## src/rtl/ysyx_22041207_pkg.sv

```systemverilog
// Shared types and constants for the LSU: FSM states, RV64 load/store funct3
// encodings and store byte-enable patterns.
package ysyx_22041207_pkg;

  typedef enum logic [1:0] {
    S_IDLE = 2'd0,
    S_REQ  = 2'd1,
    S_WAIT = 2'd2,
    S_DONE = 2'd3
  } lsu_state_e;

  localparam logic [2:0] F3_LB  = 3'b000;
  localparam logic [2:0] F3_LH  = 3'b001;
  localparam logic [2:0] F3_LW  = 3'b010;
  localparam logic [2:0] F3_LD  = 3'b011;
  localparam logic [2:0] F3_LBU = 3'b100;
  localparam logic [2:0] F3_LHU = 3'b101;
  localparam logic [2:0] F3_LWU = 3'b110;
  localparam logic [2:0] F3_SB  = 3'b000;
  localparam logic [2:0] F3_SH  = 3'b001;
  localparam logic [2:0] F3_SW  = 3'b010;
  localparam logic [2:0] F3_SD  = 3'b011;

  localparam logic [7:0] WMASK_B = 8'h01;
  localparam logic [7:0] WMASK_H = 8'h03;
  localparam logic [7:0] WMASK_W = 8'h0F;
  localparam logic [7:0] WMASK_D = 8'hFF;

  // Byte enables for a store, relative to the request address.
  function automatic logic [7:0] store_wmask(input logic [2:0] funct3);
    case (funct3)
      F3_SB:   return WMASK_B;
      F3_SH:   return WMASK_H;
      F3_SW:   return WMASK_W;
      F3_SD:   return WMASK_D;
      default: return 8'h00;
    endcase
  endfunction

endpackage

```

## src/rtl/ysyx_22041207_load_ext.sv

```systemverilog
// Combinational load extension: selects the low 8/16/32/64 bits of the
// returned window and sign- or zero-extends to the full data width.
module ysyx_22041207_load_ext
  import ysyx_22041207_pkg::*;
#(
  parameter int unsigned DATA_W = 64
) (
  input  logic [2:0]        funct3,
  input  logic [DATA_W-1:0] rdata,
  output logic [DATA_W-1:0] data_c
);

  always_comb begin
    data_c = '0;
    case (funct3)
      F3_LB:   data_c = {{(DATA_W-8){rdata[7]}}, rdata[7:0]};
      F3_LH:   data_c = {{(DATA_W-16){rdata[15]}}, rdata[15:0]};
      F3_LW:   data_c = {{(DATA_W-32){rdata[31]}}, rdata[31:0]};
      F3_LD:   data_c = rdata;
      F3_LBU:  data_c = {{(DATA_W-8){1'b0}}, rdata[7:0]};
      F3_LHU:  data_c = {{(DATA_W-16){1'b0}}, rdata[15:0]};
      F3_LWU:  data_c = {{(DATA_W-32){1'b0}}, rdata[31:0]};
      default: data_c = '0;
    endcase
  end

endmodule

```

## src/rtl/ysyx_22041207_lsu.sv

```systemverilog
// Multi-cycle load/store unit: one op per handshake, a single memory request,
// bounded wait for the response, then a held result for writeback.
module ysyx_22041207_lsu
  import ysyx_22041207_pkg::*;
#(
  parameter int unsigned DATA_W      = 64,
  parameter int unsigned TIMEOUT_CYC = 1024,
  parameter int unsigned CNT_W       = 11
) (
  input  logic              clk,
  input  logic              rst,
  input  logic              in_valid,
  output logic              in_ready,
  input  logic              in_is_load,
  input  logic              in_is_store,
  input  logic [2:0]        in_funct3,
  input  logic [DATA_W-1:0] in_addr,
  input  logic [DATA_W-1:0] in_wdata,
  input  logic [4:0]        in_rd,
  output logic              mem_req_valid,
  input  logic              mem_req_ready,
  output logic [DATA_W-1:0] mem_req_addr,
  output logic              mem_req_wen,
  output logic [DATA_W-1:0] mem_req_wdata,
  output logic [7:0]        mem_req_wmask,
  input  logic              mem_resp_valid,
  input  logic [DATA_W-1:0] mem_resp_rdata,
  output logic              out_valid,
  input  logic              out_ready,
  output logic [DATA_W-1:0] out_data,
  output logic [4:0]        out_rd,
  output logic              out_err
);

  lsu_state_e        state, state_nxt;
  logic [CNT_W-1:0]  cnt;
  logic              is_load_q;
  logic [2:0]        funct3_q;
  logic [4:0]        rd_q;
  logic [DATA_W-1:0] ext_data_c;
  logic              accept, op_load, op_store, op_none, op_legal;
  logic              resp, timeout;

  // Store wins when both kinds are flagged.
  assign op_store = in_is_store;
  assign op_load  = in_is_load & ~in_is_store;
  assign op_none  = ~in_is_load & ~in_is_store;
  assign op_legal = op_store ? ~in_funct3[2] : (op_load & (in_funct3 != 3'b111));
  assign accept   = in_valid & in_ready;
  assign resp     = (state == S_WAIT) & mem_resp_valid;
  assign timeout  = (cnt == CNT_W'(TIMEOUT_CYC - 1));

  ysyx_22041207_load_ext #(.DATA_W(DATA_W)) u_load_ext (
    .funct3 (funct3_q),
    .rdata  (mem_resp_rdata),
    .data_c (ext_data_c)
  );

  always_ff @(posedge clk) begin
    if (rst) state <= S_IDLE;
    else     state <= state_nxt;
  end

  always_comb begin
    state_nxt = state;
    case (state)
      S_IDLE: if (in_valid) state_nxt = op_legal ? S_REQ : S_DONE;
      S_REQ:  if (mem_req_ready) state_nxt = S_WAIT;
      S_WAIT: if (mem_resp_valid || timeout) state_nxt = S_DONE;
      S_DONE: if (out_ready) state_nxt = S_IDLE;
      default: state_nxt = S_IDLE;
    endcase
  end

  // Handshake flags decode straight from the state register.
  always_comb begin
    in_ready      = (state == S_IDLE);
    mem_req_valid = (state == S_REQ);
    out_valid     = (state == S_DONE);
  end

  always_ff @(posedge clk) begin
    if (rst) begin
      cnt           <= '0;
      is_load_q     <= 1'b0;
      funct3_q      <= '0;
      rd_q          <= '0;
      mem_req_addr  <= '0;
      mem_req_wen   <= 1'b0;
      mem_req_wdata <= '0;
      mem_req_wmask <= '0;
      out_data      <= '0;
      out_rd        <= '0;
      out_err       <= 1'b0;
    end else begin
      if (state == S_WAIT) cnt <= cnt + CNT_W'(1);
      if (state == S_REQ && mem_req_ready) cnt <= '0;
      if (accept) begin
        is_load_q <= op_load;
        funct3_q  <= in_funct3;
        rd_q      <= op_store ? 5'd0 : in_rd;
        if (op_legal) begin
          mem_req_addr  <= in_addr;
          mem_req_wen   <= op_store;
          mem_req_wdata <= op_store ? in_wdata : '0;
          mem_req_wmask <= op_store ? store_wmask(in_funct3) : 8'h00;
        end else begin
          // Rejected op goes straight to DONE; an empty op is not an error.
          out_data <= '0;
          out_rd   <= op_store ? 5'd0 : in_rd;
          out_err  <= ~op_none;
        end
      end
      if (resp) begin
        out_data <= is_load_q ? ext_data_c : '0;
        out_rd   <= rd_q;
        out_err  <= 1'b0;
      end else if (state == S_WAIT && timeout) begin
        out_data <= '0;
        out_rd   <= rd_q;
        out_err  <= 1'b1;
      end
    end
  end

endmodule

```

## config.mk

```make
export PLATFORM = sky130hd
export DESIGN_NAME = ysyx_22041207_lsu
export DESIGN_NICKNAME = d
export VERILOG_FILES = /design/src/rtl/ysyx_22041207_pkg.sv /design/src/rtl/ysyx_22041207_load_ext.sv /design/src/rtl/ysyx_22041207_lsu.sv
export SDC_FILE = /design/constraint.sdc
export NUM_CORES = 1
export LEC_CHECK = 0
export CORE_AREA = 2 2 162 164
export DETAILED_ROUTE_END_ITERATION = 8
export DIE_AREA = 0 0 164 166
export PLACE_DENSITY = 0.74
export SYNTH_ARGS = -nofsm -noshare
export SYNTH_HDL_FRONTEND = slang
export SYNTH_SLANG_ARGS = --single-unit
```

## constraint.sdc

```tcl
create_clock -name clk -period 2.4 [get_ports clk]
set_input_delay 0.24 -clock clk [delete_from_list [all_inputs] [get_ports clk]]
set_output_delay 0.24 -clock clk [all_outputs]
set_load 0.1 [all_outputs]
```

Word level (Yosys, flattened, before mapping)
Index checks and enable logic that the tools add are counted.
{"block": "totals", "ff_bits": 229, "in_bits": 208, "out_inout_bits": 210, "wordCells": 80}
{"block": "op_classes", "add_sub_neg": 1, "eq_ne": 20, "mux": 24, "n_bitwise": 9, "reduce_logical": 14}
{"op": "case mux 64 bit (7 select lines)", "count": 1}
{"op": "2-to-1 mux 64 bit", "count": 6}
{"op": "case mux 8 bit (4 select lines)", "count": 1}
{"op": "2-to-1 mux 5 bit", "count": 5}
{"op": "== test 3 x 2 -> 1 bit (second input constant)", "count": 4}
{"op": "adder 11 x 1 -> 11 bit (second input constant)", "count": 1}
{"op": "== test 11 x 10 -> 1 bit (second input constant)", "count": 1}
{"op": "2-to-1 mux 2 bit", "count": 5}
{"op": "== test 3 bit (second input constant)", "count": 3}
{"op": "2-to-1 mux 8 bit", "count": 1}
{"op": "inequality test 2 x 1 -> 1 bit (second input constant)", "count": 4}
{"op": "case mux 2 bit (4 select lines)", "count": 1}
{"op": "== test 3 x 1 -> 1 bit (second input constant)", "count": 2}
{"op": "zero test 3 bit", "count": 2}
{"op": "AND reduction 2 bit", "count": 3}
{"op": "bitwise AND 1 bit", "count": 5}
{"op": "== test 2 bit (second input constant)", "count": 2}
{"op": "2-to-1 mux 1 bit", "count": 4}
{"op": "inverter 1 bit", "count": 4}
{"op": "AND reduction 4 bit", "count": 1}
{"op": "OR reduction 2 bit", "count": 2}
{"op": "inequality test 3 x 1 -> 1 bit (second input constant)", "count": 1}
{"op": "inequality test 3 bit (second input constant)", "count": 1}
{"op": "nonzero test 3 bit", "count": 1}
{"op": "other kinds (6)", "count": 7}

Longest topological paths before layout
{"block": "depth", "ltp_word": 8, "mapped_depth": 9, "mapped_depth_nobuf": 6}

Modules after synthesis
A second synthesis with hierarchy kept.
{"block": "hier_totals", "hier_cells": 1038, "area_unflattened_um2": 9057.4}
{"module": "ysyx_22041207_lsu", "n_inst": 1, "cells_each": 878, "area_per_inst_um2": 7951.4, "seq_area_each_um2": 4504.3}
{"module": "ysyx_22041207_load_ext", "n_inst": 1, "cells_each": 160, "area_per_inst_um2": 1106.1, "seq_area_each_um2": 0.0}

Worst setup path before layout
No wires, ideal clock.
{"block": "synth_timing", "path_kind": "flip-flop to flip-flop", "start": "reg state[0]", "end": "reg mem_req_wdata[43]", "setup_ns": 0.132, "arrival_time_ns": 2.417, "required_ns": 2.268, "path_slack_ns": -0.149, "stages_incl_launch_ff": 10, "path_buffers": 3, "period_less_slack_ns": 2.549, "path_cell_list": "dfxtp_1 inv_1 ha_1 nand2_1 a211o_1 buf_2 clkbuf_1 clkbuf_1 nand2_1 a21oi_1"}
{"block": "synth_via", "elab_chain_cells": 3}
{"item": "from (decl)", "line": "ysyx_22041207_lsu.sv:35", "rtl": "lsu_state_e state, state_nxt;"}
{"item": "from (signal assigned)", "line": "ysyx_22041207_lsu.sv:61", "rtl": "else state <= state_nxt;"}
{"item": "zero test 2 bit", "line": "ysyx_22041207_lsu.sv:77", "rtl": "in_ready = (state == S_IDLE);"}
{"item": "net in_ready", "line": "ysyx_22041207_lsu.sv:13", "rtl": "output logic in_ready,"}
{"item": "bitwise AND 1 bit", "line": "ysyx_22041207_lsu.sv:49", "rtl": "assign accept = in_valid & in_ready;"}
{"item": "AND reduction 2 bit (no source line)"}
{"item": "to (signal assigned)", "line": "ysyx_22041207_lsu.sv:105", "rtl": "mem_req_wdata <= op_store ? in_wdata : '0;"}
{"item": "to (decl)", "line": "ysyx_22041207_lsu.sv:24", "rtl": "output logic [DATA_W-1:0] mem_req_wdata,"}
The timed path passes the listed nets, and every way through them passes these cells.
A chain may end at the register's enable or synchronous reset.

Worst setup path after layout
{"block": "layout_timing", "start": "reg state[0]", "end": "reg mem_req_addr[17]"}
{"block": "layout_via", "elab_chain_cells": 3}
{"item": "zero test 2 bit", "line": "ysyx_22041207_lsu.sv:77"}
{"item": "bitwise AND 1 bit", "line": "ysyx_22041207_lsu.sv:49"}
{"item": "AND reduction 2 bit (no source line)"}
{"item": "to (signal assigned)", "line": "ysyx_22041207_lsu.sv:103", "rtl": "mem_req_addr <= in_addr;"}
{"item": "to (decl)", "line": "ysyx_22041207_lsu.sv:22", "rtl": "output logic [DATA_W-1:0] mem_req_addr,"}
No other way between the ends.

==> results.txt <==
Outcome -> finished clean
CTS H-tree lvls -> 1
Initial DRC Count -> 629
IO Pins -> 418
Largest net degree at the start of global routing -> 112
Cell Pwr Density -> 935.8 nW/um^2
Worst reg2reg startpoint -> state[0]$_SDFFE_PP0P_
Worst hold path class -> input pin to flop
Nets@finish -> 1,581
Final Skew -> 22.45 ps
Synth Net Count -> 1,199
TritonCTS clock tree -> done
Detail Placement HPWL -> 21,310 um
Routed wire length -> 29,760 um
Vias per cell -> 5.071
Fin crit share -> 85.47%
Worst Path Max Fanout -> 28
Width of the die -> 164 um
Syn Area/Cell -> 8.729 sq um
Startpoint types -> flop
Setup_tns -> 0 ps
Final Util -> 52.56%
PortBufs -> 417
Post-synth EDFFs -> 0
Core Rows -> 59
Tot Pwr -> 12.60 mW
FMAX -> 487.5 MHz
Setup WS pre-CTS -> 203.5 ps
Post-synthesis register bit count -> 225
Layout cells sized above 1 -> 21.23%
Fin crit period -> 2051 ps
Synth cell types -> 43
Mapped Area -> 8598 sq um
CP Data Required Time -> 2840 ps
Post-CTS setup buffers -> 0
Worst R2R Path Depth -> 7
Critical setup path kind -> flop to flop
Post-cts sizing count -> 0
Reg2Reg Capture Point -> mem_req_addr[17]$_SDFFE_PP0P_
# setup viols final -> 0
Slew Limit Fails -> 0
R2R Setup Slk -> 350 ps
Drt wl/cell -> 17.29 um
Post-route ant nets -> 0
Gpl congestion -> 0.8383
Sequential cell area fraction in the yosys report -> 52.39%
Final WS setup -> 348.8 ps
Post-synthesis async set-or-reset flop share -> 0%
CTS root buf -> clkbuf_16
Clk Latency, worst-skew pair -> 540 ps
Cells after synthesis -> 985
Total GRT Usage -> 20.58%
CORE AREA -> 25,620 sq um
Worst setup EP type -> flop
Clock slew at reported path FFs -> 60 ps
Synth Warn # -> 0
DR vias -> 8,728
First-pass GRT wire length -> 45,510 um
Clock Sinks -> 225
Top_reg_cell synth -> dfxtp_1
Rel. slew slack -> 44.49%
WP data arrival -> 2500 ps
Crit path capture -> mem_req_addr[17]$_SDFFE_PP0P_
Initial Util -> 33.57%
Max-cap violations -> 0
Worst-Margin Slew -> 831.5 ps
Total CTS buffers -> 26
RSZ-0062 raised after global routing -> no
Die area -> 27,220 sq um
Area delta synth->final -> 56.59%
First-pass DRT Iterations -> 5
Layout Cells excl Fill -> 1,721
Final Hold Fails -> 0
DR DRC count -> 0
Initial antenna violation count -> 1
Grt total ovfl -> 0
Placed insts -> 1,673
LEAKAGE -> 5.297 nW
Max Root-Sink Buffers -> 3
Die height -> 166 um
Vias in the first global route -> 8,412
Crit path from -> state[0]$_SDFFE_PP0P_
Worst IR Drop VDD -> 0.5609 mV
==> repair_timing <==
action,in CTS,in global routing
endpoints found under the setup margin,0,0
hold buffers,1,0
hold endpoints to repair,2,0
==> synthesized netlist by cell type, types with 2 or more instances <==
cell type	number	area, sq um
nand4_1	4	25.02
clkbuf_1	65	244.0
a221oi_1	6	52.55
xnor2_1	3	26.28
nor2_1	22	82.58
buf_4	4	30.03
o2bb2ai_1	56	490.5
a211oi_2	2	25.02
nand2b_1	2	12.51
mux2i_1	3	30.03
ha_1	6	75.07
a22o_1	40	350.3
nand3_1	73	365.4
and4_1	2	17.52
o21ai_0	5	25.02
xor2_1	6	52.55
nand2_1	218	818.3
buf_2	16	80.08
a32oi_1	5	43.79
or3_1	2	12.51
a21o_1	3	22.52
nand4b_1	2	17.52
a22oi_1	5	37.54
dfxtp_1	225	4504
inv_1	13	48.80
and2_1	2	12.51
a21oi_1	172	860.8
buf_6	8	90.09
==> worst max-delay path, stage by stage, from the launching register on <==
cell and delay [ps]:
dfxtp_1 330, inv_1 120, ha_2 230, nand2_1 190, a211oi_4 470, buf_4 390, nand2_1 90, a21oi_1 140
==> final cells by class <==
cell class | instances | area, sq um
clock buffer | 35 | 734.5
tap | 335 | 419.2
sequential | 225 | 4506
antenna | 1 | 2.502
timing repair buffer | 447 | 3969
fill | 2342 | 12150
multi-input combinational | 654 | 3637
inverter | 13 | 48.80
clock inverter | 11 | 147.6
==> metrics by stage <==
step / area, sq um / hold WS [ps]
6_report: 13460 / 244.0
4_1_cts: 13460 / 218.5
5_1_grt: 13460 / 243.4
3_3_place_gp: 12570 / 438.1
2_1_floorplan: 8601 / 365.5
3_5_place_dp: 12570 / 443.6
==> placed cells by master, fill, tap and decap left out, types with 2 or more instances in the layout <==
| cell type | instances |
|---|---|
| a21o_1 | 3 |
| a21oi_1 | 172 |
| a221oi_1 | 6 |
| a22o_1 | 40 |
| a22oi_1 | 5 |
| a32oi_1 | 5 |
| and2_1 | 2 |
| and4_1 | 2 |
| buf_12 | 8 |
| buf_4 | 232 |
| bufinv_16 | 3 |
| clkbuf_1 | 4 |
| clkbuf_16 | 26 |
| clkbuf_8 | 5 |
| clkdlybuf4s50_1 | 205 |
| clkinv_2 | 6 |
| dfxtp_1 | 224 |
| ha_1 | 5 |
| inv_1 | 13 |
| mux2i_1 | 3 |
| nand2_1 | 218 |
| nand2b_1 | 2 |
| nand3_1 | 73 |
| nand4_1 | 4 |
| nand4b_1 | 2 |
| nor2_1 | 21 |
| o21ai_0 | 5 |
| o2bb2ai_1 | 56 |
| or3_1 | 2 |
| xnor2_1 | 3 |
| xor2_1 | 6 |
==> report_power, final <==
group / internal, mW / total (mW) / switching (mW)
clock: 2.47 / 4.06 / 1.59
combinational: 1.17 / 4.31 / 3.14
sequential: 4.02 / 4.23 / 0.207
==> state kept, by name (all words and copies together), names as in the netlist <==
register / count
cnt: 11
funct3_q: 3
is_load_q: 1
mem_req_addr: 64
mem_req_wdata: 64
mem_req_wen: 1
mem_req_wmask: 4
out_data: 64
out_err: 1
out_rd: 5
rd_q: 5
state: 2
==> worst min path at each step <==
stage                                        start                        endpoint  slack, ps  cells after the start
floorplan                        mem_resp_rdata[3]        out_data[3]$_SDFFE_PP0P_        370                      1
finish                                 in_addr[43]   mem_req_addr[43]$_SDFFE_PP0P_        240                      3
global route                            in_addr[9]    mem_req_addr[9]$_SDFFE_PP0P_        240                      3
global placement    mem_req_wdata[48]$_SDFFE_PP0P_  mem_req_wdata[48]$_SDFFE_PP0P_        440                      2
CTS                                    in_addr[10]   mem_req_addr[10]$_SDFFE_PP0P_        220                      3
detailed placement  mem_req_wdata[21]$_SDFFE_PP0P_  mem_req_wdata[21]$_SDFFE_PP0P_        440                      2
==> routing by layer <==
metal,global-route usage (%),up-vias,part of all wire (%)
met5,0,-,0
met1,24.87,4125,40
met4,6.445,0,3.0
li1,-,4207,-
met3,5.994,49,8.9
met2,35.06,347,48
==> kinds of logic (layout without fill, tap and decap cells) <==
kind of cell             Yosys count  in the layout  synth area share [%]
AO/OA/AOI/OAI                    303            303                 23.40
adder cells (fa/ha/maj)            6              6                0.8731
buffers and inverters            106            506                 5.733
multiplexers                       3              3                0.3493
other                              0              1                     0
flip-flops                       225            225                 52.39
AND/OR/NAND/NOR                  333            333                 16.34
XOR/XNOR                           9              9                0.9168
Note: power is estimated with default switching activity, not from simulation.
